==> src/rtl/debug_snapshot_tx.sv <==
// debug_snapshot_tx
// Captures one channel's debug word when a dump is requested and sends it to a
// byte-wide UART transmitter, least significant byte first. After the data bytes
// an optional ready terminator is sent. The capture is a private snapshot, so the
// channel inputs may change freely while the dump is in flight.
// An out-of-range channel select produces a terminator-only dump. It is flagged
// with o_err in the same cycle as o_done.
module debug_snapshot_tx #(
    parameter int          NUM_CH    = 4,
    parameter int          DATA_W    = 136,
    parameter int          LEN_W     = $clog2(DATA_W/8 + 1),
    parameter logic [7:0]  TERM_BYTE = 8'h52,
    parameter bit          TERM_EN   = 1'b1
) (
    input  logic                                                i_clk,
    input  logic                                                i_rst_n,
    input  logic                                                i_req,
    input  logic [((NUM_CH > 1) ? $clog2(NUM_CH) : 1)-1:0]      i_ch_sel,
    input  logic [NUM_CH*DATA_W-1:0]                            i_ch_data,
    input  logic [NUM_CH*LEN_W-1:0]                             i_ch_len,
    output logic [7:0]                                          o_tx_data,
    output logic                                                o_tx_start,
    input  logic                                                i_tx_done,
    output logic                                                o_busy,
    output logic                                                o_done,
    output logic                                                o_err
);

    localparam int NB    = DATA_W / 8;
    localparam int SEL_W = (NUM_CH > 1) ? $clog2(NUM_CH) : 1;

    typedef enum logic [2:0] {
        S_IDLE      = 3'd0,
        S_SEND      = 3'd1,
        S_WAIT      = 3'd2,
        S_TERM      = 3'd3,
        S_TERM_WAIT = 3'd4,
        S_FIN       = 3'd5
    } state_t;

    state_t              state_q, state_d;
    logic [LEN_W-1:0]    idx_q, idx_d;
    logic [LEN_W-1:0]    len_q, len_d;
    logic [DATA_W-1:0]   snap_q, snap_d;
    logic                err_q, err_d;

    logic                sel_ok;
    logic [DATA_W-1:0]   cap_data;
    logic [LEN_W-1:0]    cap_len_raw;
    logic [LEN_W-1:0]    cap_len;
    logic [LEN_W-1:0]    idx_inc;
    logic [7:0]          cur_byte;

    // Select the requested channel and clamp its byte count to the word size.
    always_comb begin
        sel_ok      = 1'b0;
        cap_data    = '0;
        cap_len_raw = '0;
        for (int k = 0; k < NUM_CH; k++) begin
            if (i_ch_sel == SEL_W'(k)) begin
                sel_ok      = 1'b1;
                cap_data    = i_ch_data[k*DATA_W +: DATA_W];
                cap_len_raw = i_ch_len[k*LEN_W +: LEN_W];
            end
        end
        // A missing channel dumps nothing but the terminator.
        if (!sel_ok) begin
            cap_len = '0;
        end else if (cap_len_raw > LEN_W'(NB)) begin
            cap_len = LEN_W'(NB);
        end else begin
            cap_len = cap_len_raw;
        end
    end

    // Pick the snapshot byte addressed by the current index, LSB first.
    always_comb begin
        cur_byte = 8'h00;
        for (int b = 0; b < NB; b++) begin
            if (idx_q == LEN_W'(b)) begin
                cur_byte = snap_q[b*8 +: 8];
            end
        end
    end

    // State, byte index and snapshot registers; reset clears everything at once.
    always_ff @(posedge i_clk or negedge i_rst_n) begin
        if (!i_rst_n) begin
            state_q <= S_IDLE;
            idx_q   <= '0;
            len_q   <= '0;
            snap_q  <= '0;
            err_q   <= 1'b0;
        end else begin
            state_q <= state_d;
            idx_q   <= idx_d;
            len_q   <= len_d;
            snap_q  <= snap_d;
            err_q   <= err_d;
        end
    end

    // Next-state logic: capture on request, then step through the bytes and terminator.
    always_comb begin
        state_d = state_q;
        idx_d   = idx_q;
        len_d   = len_q;
        snap_d  = snap_q;
        err_d   = err_q;
        idx_inc = idx_q + LEN_W'(1);
        case (state_q)
            S_IDLE: begin
                if (i_req) begin
                    snap_d = cap_data;
                    len_d  = cap_len;
                    err_d  = !sel_ok;
                    idx_d  = '0;
                    if (cap_len == '0) begin
                        state_d = TERM_EN ? S_TERM : S_FIN;
                    end else begin
                        state_d = S_SEND;
                    end
                end
            end
            S_SEND: begin
                state_d = S_WAIT;
            end
            S_WAIT: begin
                if (i_tx_done) begin
                    idx_d = idx_inc;
                    if (idx_inc < len_q) begin
                        state_d = S_SEND;
                    end else begin
                        state_d = TERM_EN ? S_TERM : S_FIN;
                    end
                end
            end
            S_TERM: begin
                state_d = S_TERM_WAIT;
            end
            S_TERM_WAIT: begin
                if (i_tx_done) begin
                    state_d = S_FIN;
                end
            end
            S_FIN: begin
                state_d = S_IDLE;
            end
            default: begin
                state_d = S_IDLE;
            end
        endcase
    end

    // Outputs decoded from state only, so reset forces them low immediately.
    always_comb begin
        o_tx_data  = 8'h00;
        o_tx_start = 1'b0;
        o_busy     = 1'b0;
        o_done     = 1'b0;
        o_err      = 1'b0;
        case (state_q)
            S_SEND: begin
                o_tx_start = 1'b1;
                o_tx_data  = cur_byte;
                o_busy     = 1'b1;
            end
            S_WAIT: begin
                o_tx_data  = cur_byte;
                o_busy     = 1'b1;
            end
            S_TERM: begin
                o_tx_start = 1'b1;
                o_tx_data  = TERM_BYTE;
                o_busy     = 1'b1;
            end
            S_TERM_WAIT: begin
                o_tx_data  = TERM_BYTE;
                o_busy     = 1'b1;
            end
            S_FIN: begin
                o_done     = 1'b1;
                o_err      = err_q;
            end
            default: begin
                o_tx_data  = 8'h00;
            end
        endcase
    end

endmodule

==> config.mk <==
export PLATFORM = sky130hd
export DESIGN_NAME = debug_snapshot_tx
export DESIGN_NICKNAME = d
export VERILOG_FILES = /design/src/rtl/debug_snapshot_tx.sv
export SDC_FILE = /design/constraint.sdc
export NUM_CORES = 1
export LEC_CHECK = 0
export BUFFER_PORTS_ARGS = -buffer_cell sky130_fd_sc_hd__buf_2
export CAP_MARGIN = 20
export CORE_AREA = 2 2 223 225
export CTS_BUF_LIST = sky130_fd_sc_hd__clkbuf_4 sky130_fd_sc_hd__clkbuf_8
export DETAILED_ROUTE_END_ITERATION = 16
export DIE_AREA = 0 0 225 227
export PLACE_DENSITY_LB_ADDON = 0.15
export SYNTH_ARGS = -nofsm -noshare
export SYNTH_HDL_FRONTEND = slang
export SYNTH_SLANG_ARGS = --single-unit
==> constraint.sdc <==
create_clock -name i_clk -period 7.2 [get_ports i_clk]
set_input_delay 1.08 -clock i_clk [delete_from_list [all_inputs] [get_ports i_clk]]
set_output_delay 1.08 -clock i_clk [all_outputs]
set_load 0.02 [all_outputs]
* Word level (Yosys, flattened, before mapping)
Cells that the tools add are included.
** Word-level totals
- Register bits after elaboration :: 150
- Bits of input ports :: 570
- Output and inout port bits :: 12
- Logic and storage cells :: 93
** Operators by class
- $add $sub $neg :: 1
- Order comparisons :: 2
- Equal/unequal tests :: 27
- Muxes and demuxes :: 45
- Reduce and logical (&&, ||, !) cells :: 13
** Operators with widths (number)
- $mux 136 :: 4
- $mux 8 :: 17
- $eq 5x4->1 const B :: 8
- $mux 5 :: 8
- $eq 5x3->1 const B :: 4
- $pmux 8 s2 :: 1
- $pmux 3 s5 :: 1
- $eq 5x2->1 const B :: 2
- $logic_not 5->1 :: 2
- $pmux 5 s2 :: 1
- $mux 3 :: 3
- $mux 1 :: 8
- $eq 3x2->1 const B :: 2
- $eq 3x3->1 const B :: 2
- $ne 2x2->1 const B :: 3
- $reduce_and 3->1 :: 2
- $reduce_or 2->1 :: 3
- $add 5x1->5 const B :: 1
- $eq 5x1->1 const B :: 1
- $eq 5x5->1 const B :: 1
- $gt 5x5->1 const B :: 1
- $lt 5x5->1 :: 1
- $eq 2x2->1 const B :: 2
- $mux 2 :: 2
- other kinds (8) :: 8

* Logic depth before layout (Yosys ltp)
- Word-level depth :: 19
- Mapped depth :: 12

* Worst setup path before layout
Ideal clock, no wire load.
- Path type :: register -> output
- From :: register idx_q[0]
- To :: output port o_tx_data[5]
- Data arrival time :: 3536 ps
- Required time :: 6120 ps
- Setup slack :: 2584 ps
- Cell stages (with the launch flop) :: 11
- Path buffers :: 5
- Cells stage by stage :: dfrtp_1 ha_1 clkbuf_1 clkbuf_1 buf_1 and3_1 ha_1 clkbuf_1 buf_1 a211oi_1 a2111oi_0
** Between the ends
- Word-level cells in the longest chain between the ends :: 19
- Elaborated cells on any way between the ends :: 35
- Those cells by class :: 16 x eq/ne; 18 x mux; 1 x reduce/logical
** Ends and longest elaborated chain
- from (decl) :: RTL line 42 : logic [LEN_W-1:0] idx_q, idx_d;
- from (signal assigned) :: RTL line 96 : idx_q <= idx_d;
- $logic_not 5->1 :: RTL line 80 : if (idx_q == LEN_W'(b)) begin
- $mux 8 (16 in a row) :: RTL line 80
- $mux 8 * :: RTL line 80
- $pmux 8 s2 * :: RTL line 162 : case (state_q)
- to (decl) :: RTL line 21 : output logic [7:0] o_tx_data,
Every way passes the cells marked *; elsewhere a longest branch is shown, timed or not.

* Worst setup path after layout
Ends and elaborated chain as after synthesis.

==> impl_metrics.ini <==
[run_status]
status = finished clean

[sta]
worst_pin_slew_ns = 0.9507
relSlewSlack_pct = 36.62
post-route-min-period_ns = 4.716
setup_tns_ns = 0
slew_viol_final = 0
setup_viol = 0
rsz0062_at_grt = false
period_share_pct = 65.51
fin_skew_ns = 0.02359
hold_violations = 0
fmax_mhz = 212.0

[global_routing]
grt_pass1_vias = 10033
grt_max_degree = 145
grt_usage_pct = 17.49
overflow = 0
antenna_found_initial = 3
grt_first_pass_wirelength_mm = 64.64

[placed_design]
io_buffers = 581
place_inst = 1971
gp_congestion = 0.8362
hpwlAfterDp_mm = 38.02

[clock_network]
cts_root_buf = clkbuf_8
clock_sinks = 150
clk_path_buf_depth = 2
holdBufCountCts = 0
clk_pin_slew_ns = 0.09
clk_latency_ns = 0.47
cts_setup_buffers = 0
cts_tree = yes
numCtsBuffers = 17
htreeDepth = 4
cts-resized-gates = 0

[floorplanning]
core.rowCount = 81
dieArea_um2 = 51080
core-area_um2 = 48550
die_h_um = 227
io_pins = 582
die_w_um = 225
start_util_pct = 22.36

[critical_path]
arrival_ns = 3.64
path_max_fanout = 43
crit_path_end_kind = primary output
worstSetupPathType = reg -> out
required_ns = 6.12
start_kind = register

[synthesis]
syn_area_per_cell_um2 = 12.82
ys.flop_type = dfrtp_1
synth.net_count = 1426
synth_seq_area_share_pct = 34.58
synth.distinct_cells = 65
netlist_instances = 847
synthArstFlopShare_pct = 100.0
synth_edf_count = 0
synth_top_area_share_pct = 34.58
ys_ff_latch = 150
yosysWarnings = 0
netlist_area_um2 = 10860
synth.area.top_cells = dfrtp_1 35%, mux4_2 29%, mux2_2 13%
synth_area_leader_cell = dfrtp_1

[layout]
final_common_cell = buf_2
fin_util_pct = 30.24
layout-drive-gt1-share_pct = 65.17
final_cell_mix = 578 x buf_2, 150 x dfrtp_1, 141 x mux4_2
area_delta_synth_final_pct = 35.22
stdcell_count = 2004
layout.nets = 1947

[routing]
drt_first_pass_iters = 5
ant_nets = 0
drt_iter0_drc = 521
via_per_inst = 4.866
post_drt_wl_per_cell_um = 23.10
wl_mm = 46.29
routed-via-count = 9752
drc_errors = 0

[job]
cap_viol_max_count = 0

[pwr]
leakagePower_nw = 6.451
powerDensity_nw_per_um2 = 282.9
irDropWorstVdd_v = 0.0001545

[min_path]
hold_class = reg -> reg
## state kept, by name, indices dropped and copies added (netlist names)
register  count
err_q         1
state_q       3
snap_q      136
idx_q         5
len_q         5
## where the power goes
part	leakage [nW]	total, mW	internal [mW]	switching [mW]
clock	0.197	0.678	0.329	0.349
combinational	4.47	1.80	0.934	0.864
sequential	1.78	1.68	1.26	0.416
## critical path: stages (launching register included)
cell and delay [ns]:
dfrtp_1 0.45, inv_1 0.12, ha_2 0.72, clkinv_1 0.53, a31o_2 0.34, o211ai_1 0.21
a31oi_1 0.14, a2111oi_0 0.35, buf_2 0.30
## layout make-up
class / instances / area [um2]
clock buffer: 21 / 270.3
sequential: 150 / 3754
fill: 5064 / 33870
clock inverter: 11 / 123.9
antenna: 1 / 2.502
inverter: 19 / 71.32
multi-input combinational: 594 / 6686
tap: 622 / 778.2
timing repair buffer: 586 / 2993
## worst paths after layout
kind / end / depth (start not counted) / start / slack [ns]
min in group asynchronous: snap_q[76]$_DFFE_PN0P_ / 1 / i_rst_n / 0.65
max in group asynchronous: snap_q[20]$_DFFE_PN0P_ / 2 / i_rst_n / 5.11
hold / removal: err_q$_DFFE_PN0P_ / 1 / err_q$_DFFE_PN0P_ / 0.51
setup reg to reg: snap_q[74]$_DFFE_PN0P_ / 4 / state_q[1]$_DFFE_PN0P_ / 4.44
setup / recovery: o_tx_data[5] / 8 / idx_q[0]$_DFFE_PN0P_ / 2.48
hold reg to reg: err_q$_DFFE_PN0P_ / 1 / err_q$_DFFE_PN0P_ / 0.51
## metal layers
metal  global-route usage (%)  wire, um  vias up
met2                    31.68     23840      388
met4                    4.443       896        4
met3                    2.659      2229       36
met5                        0        30        -
met1                    21.73     19300     4890
li1                         -         -     4434
## metrics by stage
step,hold slack [ns],total power [mW],instance area [um2],setup WS (ns)
6_report,0.5072,4.153,14680,2.484
2_1_floorplan,0.4558,2.705,10860,2.584
3_3_place_gp,0.4777,3.515,14280,3.047
5_1_grt,0.5230,4.413,14680,2.082
3_5_place_dp,0.4895,3.521,14280,2.907
4_1_cts,0.5146,4.220,14680,2.382
## synthesized netlist by cell type, types with 3 or more instances
cell type and n:
a21oi_1 27, buf_1 6, nor3_1 13, o2bb2ai_1 5, a31oi_1 4, buf_2 27
a22o_1 4, a221oi_1 10, nor2_1 30, nand2b_1 8, a211o_1 3, nand3b_1 9
o221ai_1 5, a211oi_1 15, o311a_1 3, o22ai_1 5, o31ai_1 7, nor2b_1 17
o211ai_1 4, nand2_1 44, dfrtp_1 150, mux4_2 141, ha_1 9, nand3_1 9
inv_1 18, nor3b_1 4, clkbuf_1 50, mux2_2 130, a22oi_1 4, o21ai_0 33
a221o_1 4
## cells by family after synthesis
family | Yosys count | share of synthesized area [%]
mux | 272 | 42.83
fa+ha+maj | 9 | 1.037
flops | 150 | 34.58
simple gates | 156 | 7.550
buf+inv | 103 | 3.942
xor+xnor | 3 | 0.2421
compound gates | 154 | 9.820
Power figures use the tool's default switching activity.
